`src/rtl/write_axi256_burst_scheduler.sv`:
```
// write_axi256_burst_scheduler
//
// Splits one write_axi256 capture transfer (base byte address + beat count,
// 32-byte beats) into AXI4 write bursts. No burst exceeds MAX_BURST_BEATS
// beats or crosses a 4 KB boundary. For every burst the block issues an AW
// request and a matching length command to the W-beat mover. It also limits
// the number of bursts awaiting a B response to MAX_OUTSTANDING.
//
// Optional feature: define WRITE_AXI256_SCHED_ABORT_EN to stop issuing new
// bursts after the first non-OKAY BRESP. The block then drains the
// outstanding responses and finishes with error set. When the macro is not
// defined, the transfer always runs to completion and error only latches.
//
// Handshake rule: a transfer happens on a rising clock edge where valid and
// ready are both high. Once a valid is raised, it and its payload stay
// unchanged until that handshake. The valid drops in the following cycle.
//
// Ports
//   clock, reset        rising-edge clock, synchronous active-high reset
//   start               one-cycle request, honoured only in IDLE
//   cfg_addr, cfg_beats base byte address (bits [4:0] ignored), total beats
//   busy, done, error   status (busy: not IDLE; done: 1-cycle pulse; error: sticky)
//   aw_*                AW request channel (aw_len = beats - 1)
//   wcmd_*              W-mover command channel (wcmd_len = beats - 1)
//   b_valid/b_ready/b_resp  B response channel
//   outstanding         bursts issued and awaiting a response
//   dbg_state           current FSM state encoding, for observation only
module write_axi256_burst_scheduler #(
    parameter int ADDR_W          = 40,
    parameter int LEN_W           = 32,
    parameter int MAX_BURST_BEATS = 64,
    parameter int MAX_OUTSTANDING = 8
) (
    input  logic              clock,
    input  logic              reset,
    input  logic              start,
    input  logic [ADDR_W-1:0] cfg_addr,
    input  logic [LEN_W-1:0]  cfg_beats,
    output logic              busy,
    output logic              done,
    output logic              error,
    output logic              aw_valid,
    input  logic              aw_ready,
    output logic [ADDR_W-1:0] aw_addr,
    output logic [7:0]        aw_len,
    output logic              wcmd_valid,
    input  logic              wcmd_ready,
    output logic [7:0]        wcmd_len,
    input  logic              b_valid,
    output logic              b_ready,
    input  logic [1:0]        b_resp,
    output logic [7:0]        outstanding,
    output logic [2:0]        dbg_state
);

    typedef enum logic [2:0] {
        S_IDLE  = 3'd0,
        S_CALC  = 3'd1,
        S_ISSUE = 3'd2,
        S_DRAIN = 3'd3,
        S_DONE  = 3'd4
    } state_t;

    localparam logic [7:0]       MAX_OUT_C   = 8'(MAX_OUTSTANDING);
    localparam logic [LEN_W-1:0] MAX_BURST_C = LEN_W'(MAX_BURST_BEATS);

    state_t            r_state;
    state_t            w_next_state;
    logic [ADDR_W-1:0] r_addr;
    logic [LEN_W-1:0]  r_remaining;
    logic [7:0]        r_len_m1;      // current burst length minus 1, so that reset gives aw_len = 0
    logic              r_aw_sent;
    logic              r_wcmd_sent;
    logic              r_committed;   // valids of the current burst have been shown at least once
    logic              r_error;
    logic [7:0]        r_outstanding;

    logic [LEN_W-1:0]  w_room_beats;
    logic [LEN_W-1:0]  w_limit;
    logic [LEN_W-1:0]  w_calc_len;
    logic [8:0]        w_len;
    logic [LEN_W-1:0]  w_rem_after;
    logic              w_b_hs;
    logic              w_b_bad;
    logic              w_abort;
    logic              w_can_issue;
    logic              w_present;
    logic              w_aw_hs;
    logic              w_wcmd_hs;
    logic              w_issue;
    logic              w_accept;

    // Beats left before the next 4 KB boundary. The address is always
    // 32-byte aligned, so the result lies in 1..128.
    assign w_room_beats = LEN_W'((13'd4096 - {1'b0, r_addr[11:0]}) >> 5);
    assign w_limit      = (MAX_BURST_C < w_room_beats) ? MAX_BURST_C : w_room_beats;
    assign w_calc_len   = (r_remaining < w_limit) ? r_remaining : w_limit;

    assign w_len        = {1'b0, r_len_m1} + 9'd1;
    assign w_rem_after  = r_remaining - LEN_W'(w_len);

    assign w_b_hs       = b_valid & b_ready;
    assign w_b_bad      = w_b_hs & (b_resp != 2'b00);

`ifdef WRITE_AXI256_SCHED_ABORT_EN
    // A bad response in this very cycle also counts. This lets abort take
    // effect without waiting a cycle for r_error.
    assign w_abort      = r_error | w_b_bad;
`else
    assign w_abort      = 1'b0;
`endif

    // While in ISSUE, outstanding can only go down. So once the valids are
    // shown, w_can_issue stays true until both handshakes finish.
    assign w_can_issue  = (r_outstanding < MAX_OUT_C);
    assign w_present    = (r_state == S_ISSUE) & w_can_issue & (r_committed | ~w_abort);

    assign aw_valid     = w_present & ~r_aw_sent;
    assign wcmd_valid   = w_present & ~r_wcmd_sent;
    assign w_aw_hs      = aw_valid & aw_ready;
    assign w_wcmd_hs    = wcmd_valid & wcmd_ready;

    // The burst counts as issued in the cycle where the second of its two
    // handshakes completes. Either handshake may be the earlier one.
    assign w_issue      = (r_state == S_ISSUE) & (r_aw_sent | w_aw_hs) & (r_wcmd_sent | w_wcmd_hs);
    assign w_accept     = (r_state == S_IDLE) & start;

    always_comb begin
        w_next_state = r_state;
        case (r_state)
            S_IDLE: begin
                if (start) begin
                    w_next_state = (cfg_beats == '0) ? S_DONE : S_CALC;
                end
            end
            S_CALC: begin
                w_next_state = w_abort ? S_DRAIN : S_ISSUE;
            end
            S_ISSUE: begin
                if (w_issue) begin
                    w_next_state = (w_abort || (w_rem_after == '0)) ? S_DRAIN : S_CALC;
                end else if (w_abort && !r_committed) begin
                    w_next_state = S_DRAIN;
                end
            end
            S_DRAIN: begin
                if (r_outstanding == 8'd0) begin
                    w_next_state = S_DONE;
                end
            end
            S_DONE: begin
                w_next_state = S_IDLE;
            end
            default: begin
                w_next_state = S_IDLE;
            end
        endcase
    end

    always_ff @(posedge clock) begin
        if (reset) begin
            r_state       <= S_IDLE;
            r_addr        <= '0;
            r_remaining   <= '0;
            r_len_m1      <= '0;
            r_aw_sent     <= 1'b0;
            r_wcmd_sent   <= 1'b0;
            r_committed   <= 1'b0;
            r_error       <= 1'b0;
            r_outstanding <= '0;
        end else begin
            r_state <= w_next_state;

            if (w_accept) begin
                r_addr      <= cfg_addr & ~ADDR_W'(31);
                r_remaining <= cfg_beats;
            end else if (w_issue) begin
                r_addr      <= r_addr + (ADDR_W'(w_len) << 5);
                r_remaining <= w_rem_after;
            end

            if (r_state == S_CALC) begin
                r_len_m1 <= 8'(w_calc_len - LEN_W'(1));
            end

            if (w_issue) begin
                r_aw_sent   <= 1'b0;
                r_wcmd_sent <= 1'b0;
                r_committed <= 1'b0;
            end else if (r_state == S_ISSUE) begin
                r_aw_sent   <= r_aw_sent | w_aw_hs;
                r_wcmd_sent <= r_wcmd_sent | w_wcmd_hs;
                r_committed <= r_committed | w_present;
            end

            case ({w_issue, w_b_hs})
                2'b10:   r_outstanding <= r_outstanding + 8'd1;
                2'b01:   r_outstanding <= r_outstanding - 8'd1;
                default: r_outstanding <= r_outstanding;
            endcase

            if (w_accept) begin
                r_error <= 1'b0;
            end else if (w_b_bad) begin
                r_error <= 1'b1;
            end
        end
    end

    assign busy        = (r_state != S_IDLE);
    assign done        = (r_state == S_DONE);
    assign error       = r_error;
    assign aw_addr     = r_addr;
    assign aw_len      = r_len_m1;
    assign wcmd_len    = r_len_m1;
    assign b_ready     = (r_outstanding != 8'd0);
    assign outstanding = r_outstanding;
    assign dbg_state   = r_state;

endmodule

```
`config.mk`:
```
export PLATFORM = sky130hd
export DESIGN_NAME = write_axi256_burst_scheduler
export DESIGN_NICKNAME = d
export VERILOG_FILES = /design/src/rtl/write_axi256_burst_scheduler.sv
export SDC_FILE = /design/constraint.sdc
export NUM_CORES = 1
export LEC_CHECK = 0
export ABC_AREA = 0
export CAP_MARGIN = 40
export CORE_UTILIZATION = 60
export CTS_BUF_LIST = sky130_fd_sc_hd__clkbuf_4 sky130_fd_sc_hd__clkbuf_8
export DETAILED_ROUTE_END_ITERATION = 12
export DONT_BUFFER_PORTS = 1
export PLACE_DENSITY = 0.79
export SLEW_MARGIN = 20
export SYNTH_ARGS = -nofsm -noshare
export SYNTH_HDL_FRONTEND = slang
export SYNTH_SLANG_ARGS = --single-unit
```
`constraint.sdc`:
```
create_clock -name clock -period 4 [get_ports clock]
set_input_delay 0.2 -clock clock [delete_from_list [all_inputs] [get_ports clock]]
set_output_delay 0.2 -clock clock [all_outputs]
set_load 0.05 [all_outputs]
```
==> qor.yml <==
status: "finished with violations"
violations: "negative hold slack"
cts_tree: "done"
r2r-start: "aw_addr[8]"
cts_buffers: 9
power.leakage_nw: 3.067
crit_arrival_ns: 4.08
initial_core_util: 0.6240
critPathMaxFanout: 4
timing.hold.ws_ns: -0.005288
htree_levels: 3
finalPower_mw: 3.288
clock_sinks: 89
clockPowerShare: 0.202
seqPwrFrac: 0.350
ys_ff_latch: 89
drc: 0
vias: 7536
regArea_um2: 1793
diodes: 0
synth_cell_types: 80
place_ws_ns: 0.003765
post_route_cells_drive_above_1_share: 0.1464
path_delay_family: "simple AND/OR/NAND/NOR gates"
report.final.slew_viol_count: 0
wl_mm: 22.64
synth_edf_count: 0
tightest_slew_ns: 0.8215
cp_data_required_time_ns: 4.31
switching_share: 0.4438
root_buffer: "clkbuf_8"
antenna_found_initial: 0
hold_class: "input pin to flop"
reg2reg_depth: 17
via_per_inst: 6.789
gp_congestion: 0.9431
die-area_um2: 11900
dieWidth_um: 109.1
setup_viol: 0
dr.pass1.iters: 7
hp-start: "cfg_beats[24]"
clock_path_buffers: 2
setup.worst_path.class: "flop to flop"
crit_slowest_cell: "or4_4"
r2r_slack_ns: 0.23
hold_violations: 1
track_usage: 0.3831
rsz0062_at_grt: "yes"
async_reset_ff_frac: 0
first_global_vias: 7019
utilization: 0.7220
busiest_layer: "met2"
pin_count: 153
crit_path_cell_trace: "or3_4, or4_4, nand2_4, o21ai_1, ha_1, a21oi_2, o2111ai_2, nor4_4, and2_4, nor2_1, a21oi_1, ha_2, nor4b_4, nand3_1, o41a_1, xnor2_1, a211oi_1"
drt-initial-drc-count: 704
p_switching_mw: 1.459
power_frac_comb: 0.448
multi_input_area_um2: 4802
worstSetupStartpoint: "aw_addr[8]"
crit_cells: 17
synth_flop_cell: "dfxtp_1"
dp_hpwl_mm: 15.74
min_period_ns: 3.773
hold_depth: 2
antenna_left: 0
path_clk_slew_ns: 0.10
intPower_mw: 1.829
slew_headroom: 0.4499
syn_to_final_growth_pct: 15.71
met3_usage: 0.07531
nNetsFinal: 1083
crit_path_end_kind: "flop"
synth-seq-area-share: 0.2589
cap_violations: 0
globalRouteOverflowTotal: 0
powerDensity_nw_per_um2: 412.8
post_drt_wl_per_cell_um: 20.40
io_buffers: 0
period_share: 0.9432
fin_skew_ns: 0.01053
max_clock_freq_mhz: 265.1
ir_drop_mv: 0.2677
nFillCells: 894
layout_setup_ws_ns: 0.2274
clk_latency_ns: 0.39
syn_avg_cell_area_um2: 7.514
start_kind: "flop"
syn_area_um2: 6883
slowest_delay_ns: 0.51
grt_max_degree: 79
dieHeight_um: 109.1
cp_num_buf_inv: 0
use_met2: 0.6321
core_um2: 11030
regToRegEndpoint: "aw_len[6]"
synthCells: 916
grt.met1_usage: 0.4969
grt_pass1_wl_mm: 35.23
row_count: 38
yosys_warnings: 0
min_to: "r_remaining[24]"
## timing repair
item	CTS	global route
buffers inserted	1	2
hold buffers	35	1
resized for setup	3	13
pin swaps	2	7
endpoints found under the hold margin	78	1
setup endpoints to repair	2	5
## layout make-up
class                      count  share of cell area
sequential                    89              0.2251
inverter                      37             0.01744
multi-input combinational    728              0.6030
clock buffer                  10             0.01650
clock inverter                 6            0.008170
timing repair buffer         100              0.1078
tap                          140             0.02200
## cell usage after synthesis, types with 16 or more instances
cell type | n | area, um2
o21ai_0 | 47 | 235.2
ha_1 | 35 | 437.9
xnor2_1 | 21 | 183.9
nor4_1 | 17 | 106.4
nor2_1 | 70 | 262.8
or3_1 | 22 | 137.6
a21oi_1 | 80 | 400.4
nor3_1 | 28 | 140.1
nand3_1 | 32 | 160.2
clkbuf_1 | 39 | 146.4
a22oi_1 | 16 | 120.1
dfxtp_1 | 89 | 1782
o211ai_1 | 20 | 150.1
a31oi_1 | 38 | 237.7
inv_1 | 36 | 135.1
nand2_1 | 98 | 367.9
## cells by family after synthesis
kind of cell / after synthesis / share of synthesized area
simple gates: 356 / 0.2734
compound gates: 284 / 0.2690
buf+inv: 103 / 0.06635
flops: 89 / 0.2589
fa+ha+maj: 38 / 0.07235
xor+xnor: 35 / 0.04454
mux: 9 / 0.01436
other cells: 2 / 0.001091
## power by group through the flow
stage | clock [mW] | combinational (mW) | sequential [mW]
after floorplan | 0 | 0.965 | 1.22
after global placement | 0 | 1.34 | 1.16
after detailed placement | 0 | 1.37 | 1.16
after CTS | 0.655 | 1.43 | 1.14
after global routing | 0.698 | 1.59 | 1.16
final | 0.663 | 1.47 | 1.15
## flip-flops by register name (all words and copies together) (netlist names)
name,cells
aw_len,8
dbg_state,3
aw_addr,35
error,1
r_remaining,32
r_aw_sent,1
outstanding,8
r_wcmd_sent,1
## placed cells by master, fill, tap and decap left out, types with 8 or more instances in the layout
master         count
or3_1             21
nand3_1           31
xor2_1            14
or2_2              8
o21ai_0           47
nand4_1           12
nor2_1            69
nand2_1           97
a21o_1             9
inv_1             34
and3_1            10
xnor2_1           20
o211ai_1          20
dlygate4sd3_1     35
clkbuf_8           9
nand2b_1           9
nor4_1            15
a21oi_1           79
nor3_1            25
ha_1              33
a22oi_1           16
dfxtp_1           84
buf_4             64
a31oi_1           37
## how the worst max path moves through the flow
stage	slack, ns	endpoint
3_5_place_dp	0.004	aw_len[6]
3_3_place_gp	0.13	aw_len[6]
2_1_floorplan	0.003	aw_len[6]
6_report	0.23	aw_len[6]
4_1_cts	0.03	aw_len[6]
5_1_grt	-0.008	aw_len[6]
## metrics by stage
step,setup TNS (ns),instance area [um2],std cells
final,0,7964,1110
after global routing,-0.008156,7964,1110
after detailed placement,0,7295,1055
after global placement,0,7279,1053
after CTS,0,7885,1107
after floorplan,0,6974,920
## routing by layer
layer / part of all wire / wire length [um]
met5: 0 / 0
met4: 0.024 / 537
met3: 0.099 / 2240
met2: 0.47 / 10580
met1: 0.41 / 9285
(Power assumes the default switching activity.)
